$ cat config.mk
export PLATFORM = sky130hd
export DESIGN_NAME = booth_mac_accum
export DESIGN_NICKNAME = d
export VERILOG_FILES = /design/src/rtl/booth_mac_accum.sv
export SDC_FILE = /design/constraint.sdc
export NUM_CORES = 1
export LEC_CHECK = 0
export ABC_AREA = 1
export CAP_MARGIN = 20
export CORE_AREA = 2 2 129 156
export DETAILED_ROUTE_END_ITERATION = 8
export DIE_AREA = 0 0 131 158
export DONT_BUFFER_PORTS = 1
export GPL_ROUTABILITY_DRIVEN = 0
export HOLD_SLACK_MARGIN = 0.06
export SYNTH_ARGS = -nofsm -noshare
export SYNTH_HDL_FRONTEND = slang
export SYNTH_SLANG_ARGS = --single-unit
$ cat constraint.sdc
create_clock -name clk -period 3.4 [get_ports clk]
set_clock_uncertainty 0.15 [all_clocks]
set_input_delay 0.34 -clock clk [delete_from_list [all_inputs] [get_ports clk]]
set_output_delay 0.34 -clock clk [all_outputs]
set_load 0.1 [all_outputs]
$ cat src/rtl/booth_mac_accum.sv
// booth_mac_accum: sums a valid/ready stream of signed products into one dot-product result per vector.
// Optional build macro MAC_SAT_EN: saturate the accumulator on signed overflow instead of wrapping.
module booth_mac_accum #(
  parameter int PROD_W  = 64,
  parameter int ACC_W   = 72,
  parameter int DOT_LEN = 8,
  parameter int CNT_W   = $clog2(DOT_LEN + 1)
) (
  input  logic              clk,
  input  logic              rst,
  input  logic [PROD_W-1:0] prod_i,
  input  logic              valid_i,
  input  logic              last_i,
  output logic              ready_o,
  output logic [ACC_W-1:0]  acc_o,
  output logic [CNT_W-1:0]  cnt_o,
  output logic              ovf_o,
  output logic              valid_o,
  input  logic              ready_i
);

  typedef enum logic [0:0] {ST_ACC = 1'b0, ST_HOLD = 1'b1} state_e;

`ifdef MAC_SAT_EN
  localparam logic [ACC_W-1:0] ACC_MAX = {1'b0, {(ACC_W-1){1'b1}}};
  localparam logic [ACC_W-1:0] ACC_MIN = {1'b1, {(ACC_W-1){1'b0}}};
`endif
  localparam logic [CNT_W-1:0] CNT_LAST = CNT_W'(DOT_LEN - 1);

  state_e           state_q, state_d;
  logic [ACC_W-1:0] acc_q, acc_d;
  logic [CNT_W-1:0] cnt_q, cnt_d;
  logic             ovf_q, ovf_d;

  logic             accept_s;
  logic             hs_s;
  logic [ACC_W-1:0] base_acc_s;
  logic [CNT_W-1:0] base_cnt_s;
  logic             base_ovf_s;
  logic [ACC_W:0]   sum_s;
  logic             add_ovf_s;
  logic [ACC_W-1:0] add_res_s;

  assign valid_o  = (state_q == ST_HOLD);
  assign acc_o    = acc_q;
  assign cnt_o    = cnt_q;
  assign ovf_o    = ovf_q;
  assign accept_s = valid_i & ready_o;
  assign hs_s     = valid_o & ready_i;

  // Downstream ready passes straight through in HOLD so a new vector can start in the drain cycle.
  always_comb begin
    ready_o = 1'b1;
    if (state_q == ST_HOLD) begin
      ready_o = ready_i;
    end else begin
      ready_o = 1'b1;
    end
  end

  // Adder operand base is zero when the held result drains this same cycle; overflow from a one-bit-wider add.
  always_comb begin
    base_acc_s = acc_q;
    base_cnt_s = cnt_q;
    base_ovf_s = ovf_q;
    if (hs_s) begin
      base_acc_s = {ACC_W{1'b0}};
      base_cnt_s = {CNT_W{1'b0}};
      base_ovf_s = 1'b0;
    end else begin
      base_acc_s = acc_q;
      base_cnt_s = cnt_q;
      base_ovf_s = ovf_q;
    end
    sum_s     = {base_acc_s[ACC_W-1], base_acc_s}
              + {{(ACC_W + 1 - PROD_W){prod_i[PROD_W-1]}}, prod_i};
    add_ovf_s = sum_s[ACC_W] ^ sum_s[ACC_W-1];
`ifdef MAC_SAT_EN
    if (add_ovf_s) begin
      add_res_s = sum_s[ACC_W] ? ACC_MIN : ACC_MAX;
    end else begin
      add_res_s = sum_s[ACC_W-1:0];
    end
`else
    add_res_s = sum_s[ACC_W-1:0];
`endif
  end

  // Next-state: accept extends the vector, a bare handshake clears it and returns to ACC.
  always_comb begin
    state_d = state_q;
    acc_d   = acc_q;
    cnt_d   = cnt_q;
    ovf_d   = ovf_q;
    if (accept_s) begin
      acc_d = add_res_s;
      cnt_d = base_cnt_s + {{(CNT_W-1){1'b0}}, 1'b1};
      ovf_d = base_ovf_s | add_ovf_s;
      if (last_i || (base_cnt_s == CNT_LAST)) begin
        state_d = ST_HOLD;
      end else begin
        state_d = ST_ACC;
      end
    end else if (hs_s) begin
      acc_d   = {ACC_W{1'b0}};
      cnt_d   = {CNT_W{1'b0}};
      ovf_d   = 1'b0;
      state_d = ST_ACC;
    end else begin
      state_d = state_q;
    end
  end

  // State and datapath registers with synchronous reset.
  always_ff @(posedge clk) begin
    if (rst) begin
      state_q <= ST_ACC;
      acc_q   <= {ACC_W{1'b0}};
      cnt_q   <= {CNT_W{1'b0}};
      ovf_q   <= 1'b0;
    end else begin
      state_q <= state_d;
      acc_q   <= acc_d;
      cnt_q   <= cnt_d;
      ovf_q   <= ovf_d;
    end
  end

endmodule

* Word level (Yosys, flattened, before mapping)
Index checks and enable logic that the tools add are counted.
Cells by class: add/subtract/negate cells 2, multiplexer cells 10, reduce and logical (&&, ||, !) cells 2, equality and inequality tests 1, bitwise operators 4
Operators with widths (count):
- $mux 72 | 2
- $add 72x64->73 | 1
- $mux 4 | 2
- $mux 1 | 6
- $add 4x1->4 const B | 1
- $eq 4x3->1 const B | 1
- $and 1x1->1 | 2
- $reduce_bool 2->1 | 1
- $logic_or 1x1->1 | 1
- $or 1x1->1 | 1
- $xor 1x1->1 | 1
Word-level totals: bits of input ports 69, logic and storage cells 23, output and inout bits 79, register bits after elaboration 78

* Depth between registers and ports, before layout
depth in word-level cells 6, mapped depth 21, depth with buffers taken out 21

* Least setup slack after synthesis
Ideal clock, no wire load.
kind register to register, start register state_q (netlist: valid_o), end register acc_q[66] (netlist: acc_o[66]), cell stages (with the launch flop) 18, arrival time 3215 ps, setup slack -82 ps, path through dfxtp_1 > nand2_1 > clkbuf_1 > clkbuf_1 > nand2_1 > inv_1 > ha_1 > nand2_1 > nor2_1 > inv_2 > nor2_2 > inv_1 > nor4_1 > nand2_2 > nand3_1 > nand2_1 > nor2_1 > nor2_1
On the way: word-level cells in the longest chain between the ends 4, elaborated cells on any way between the ends 6, classes of those cells add/sub (1); mux (3); bitwise (2)
RTL lines:
- start, declared | line 30 | state_e state_q, state_d;
- start signal, assigned | line 122 | state_q <= state_d;
- $and 1x1->1 | line 49 | assign hs_s = valid_o & ready_i;
- $mux 72
- $add 72x64->73 | line 76 | + {{(ACC_W + 1 - PROD_W){prod_i[PROD_W-1]}}, prod_i};
- $mux 72 * | line 95 | if (accept_s) begin
- end signal, assigned | line 118 | acc_q <= {ACC_W{1'b0}};
- end, declared | line 31 | logic [ACC_W-1:0] acc_q, acc_d;
Mark *: on every way between the ends. The rest lies on a longest branch, timed or not. A chain may end at the register's enable or synchronous reset.

* Final worst setup path
start register state_q (netlist: valid_o), end register acc_q[67] (netlist: acc_o[67])
Same word-level chain as after synthesis.

==> impl_results.md <==
* Drt first pass iters at 6
* Max incr delay on CP at 350 ps
* Number of CTS-inserted buffers at 9
* DRT antenna net count at 0
* Vert. Die Dim at 158 um
* Sw frac at 50.13%
* Initial Util at 46.95%
* Peak supply drop at 0.2541 mV
* Leak at 5.785 nW
* Slowest CP cell: a21oi_1
* Number of setup violations in the final report at 0
* Die Wd at 131 um
* Final Hold Viols at 0
* Root Buffer: clkbuf_16
* Ranking of synthesized cells by area: dfxtp_1 17%, nand2_1 17%, inv_1 14%, a21oi_1 10%, ha_1 10%
* Routed wire length at 31600 um
* Multi-input logic area at 6052 sq um
* Vias at 10210
* Logic pwr share at 54.6%
* Cell taking the most area after synthesis: dfxtp_1
* Layout cells sized above 1 at 9.043%
* Clock Path Buffers at 2
* Worst-path cell chain: nand2_2 > buf_4 > nand2_1 > inv_1 > ha_1 > a21oi_1 > o21ai_0 > o21bai_1 > o21bai_1 > a21oi_1 > nand2_1 > nand2_1 > nand3_1 > nand2_1 > inv_1
* CP max FO at 28
* Antenna diodes at 0
* Post-route minimum period at 3080 ps
* Post-DP HPWL at 26110 um
* Synth warnings at 0
* Critical Path Source Type: flip-flop
* Count leader, synth: nand2_1
* Worst Max-Slew Pin Slew at 980.9 ps
* CTS tree: built
* Core area at 19270 sq um
* Switching pwr at 0.002487 W
* Overall Global Routing Usage at 30.88%
* Fill count at 2139
* Vias in the first global route at 9754
* First-pass GRT wire length at 49050 um
* Status: finished, final reports clean
* Total Nets Final at 1842
* Sequential power share at 22.0%
* Post-CTS setup buffers at 0
* WL per Instance at 16.09 um
* Yosys top cell area share at 17.26%
* Max_cap viols at 0
* Cell mode on critical path: nand2_1
* Slew Viols, Final at 0
* Worst skew pair latency at 360 ps
* EDFF count, synth at 0
* Syn Nets at 1770
* Register cell area after layout at 1563 sq um
* Largest net degree at the start of global routing at 69
* Most instantiated cells after synthesis: 412 x nand2_1, 336 x inv_1, 191 x nor2_1
* Crit share post-route at 90.58%
* Initial antenna violation count at 0
* Die ar. at 20700 sq um
* P per Cell Area at 481.5 nW/um^2
* IO Count at 148
* Hold Path Class: in2reg
* Post-synthesis cell count at 1627
* Port Buffers at 0
* Required time worst endpoint at 3500 ps
* H-tree depth at 3
* Clock transition at path regs at 70 ps
* Grt total ovfl at 0
* Cell Area, Synth at 9047 sq um
* Critical path type: reg2reg
* Power Total at 0.004961 W
* Prevailing post-synth register cell: dfxtp_1
* TNS Setup at 0 ps
* Vias/cell at 5.196
* Largest delay share family, worst path: compound AO/OA/AOI/OAI gates
* Sequential area share after synthesis at 17.26%
* WP buf/inv at 3
* Crit end category: flip-flop
* Synth-to-Final Area Change at 13.88%
* # clock sinks at 78
* Cell variety after synth at 40
* Mean area per synthesized cell at 5.561 sq um
* Internal power at 0.002474 W
* Ys async rst share at 0%
* FP Rows at 56
* RSZ-0062 raised after global routing: no
* Clock power frac at 23.4%
* Starting DRC count in detailed routing at 665
* CP arrival at 3180 ps
* Worst slew margin relative to its limit at 34.52%
* Register bit total from synthesis at 78
* Post-route DRC at 0
* Fmax at 0.3247 GHz
tightest hold or removal path, cell delays in order:
cell     delay (ps)
ha_1            100
nand2_1          50
a21oi_1         110
final timing paths:
kind / slack (ps) / startpoint / depth (start not counted) / end
min: 130 / prod_i[0] / 3 / acc_o[0]
min reg2reg: 430 / acc_o[70] / 4 / acc_o[70]
max reg2reg: 320 / valid_o / 15 / acc_o[67]
max: 320 / valid_o / 15 / acc_o[67]
sequential cells by signal (all words and copies together), names as in the netlist:
| register | flops |
|---|---|
| acc_o | 72 |
| ovf_o | 1 |
| cnt_o | 4 |
| valid_o | 1 |
layout make-up:
type / count / share of cell area (%)
inverter: 346 / 12.60
timing repair buffer: 92 / 7.043
clock inverter: 4 / 0.9229
clock buffer: 11 / 2.356
multi-input combinational: 1172 / 58.74
sequential: 78 / 15.17
tap: 261 / 3.169
cells in the final DEF (no fill, tap or decap), drive strengths merged:
cell and count:
or2 1, inv 344, o21bai 20, dfxtp 78, nor2 196, bufinv 3, buf 91, a21o 4
nor4 10, ha 73, a21oi 195, o21a 7, xor2 28, o211ai 3, fa 1, nor3 8
a31oi 2, nand3b 2, nand3 73, clkbuf 11, a21boi 1, dlygate4sd3 1, clkinv 3, nand2 431
o21ai 101, xnor2 10, nand4 6
per-layer routing:
metal,part of all wire [%],track usage (%),vias up
li1,-,-,5224
met2,51,57.78,329
met5,0,0,-
met4,6.6,18.44,0
met1,37,32.39,4552
met3,5.2,3.920,100
through the flow:
step                      area (sq um)  hold WS, ps  worst slack [ps]  instances  util [%]
after floorplan                   9049        383.4             282.5       1627         -
after global placement            9922        269.7             355.0       1947     51.49
after detailed placement          9922        270.3             335.8       1947     51.49
after CTS                        10300        126.2             344.5       1964     53.44
after global routing             10300        181.9             53.16       1964     53.47
final                            10300        130.9             320.2       1964     53.47
cell families (layout without fill, tap and decap cells):
group,count (synthesis),in the layout,synth area share (%)
AND/OR/NAND/NOR,727,727,32.83
buffers and inverters,377,453,16.03
AO/OA/AOI/OAI,333,333,19.89
flip-flops,78,78,17.26
adder cells (fa/ha/maj),74,74,10.32
XOR/XNOR,38,38,3.679
power groups by stage:
| stage | clock [W] | combinational (W) | sequential (W) |
|---|---|---|---|
| 3_5_place_dp | 0 | 0.00266 | 0.00111 |
| 2_1_floorplan | 0 | 0.00132 | 0.00184 |
| 4_1_cts | 0.00118 | 0.00269 | 0.00109 |
| 3_3_place_gp | 0 | 0.00266 | 0.00112 |
| 5_1_grt | 0.00121 | 0.00294 | 0.00110 |
| 6_report | 0.00116 | 0.00271 | 0.00109 |
timing repair:
item | 4_1_cts | 5_1_grt
gates resized for setup | 0 | 1
endpoints found under the hold margin | 68 | 0
endpoints found under the setup margin | 0 | 1
hold buffers | 2 | 0
(Power assumes the default switching activity.)
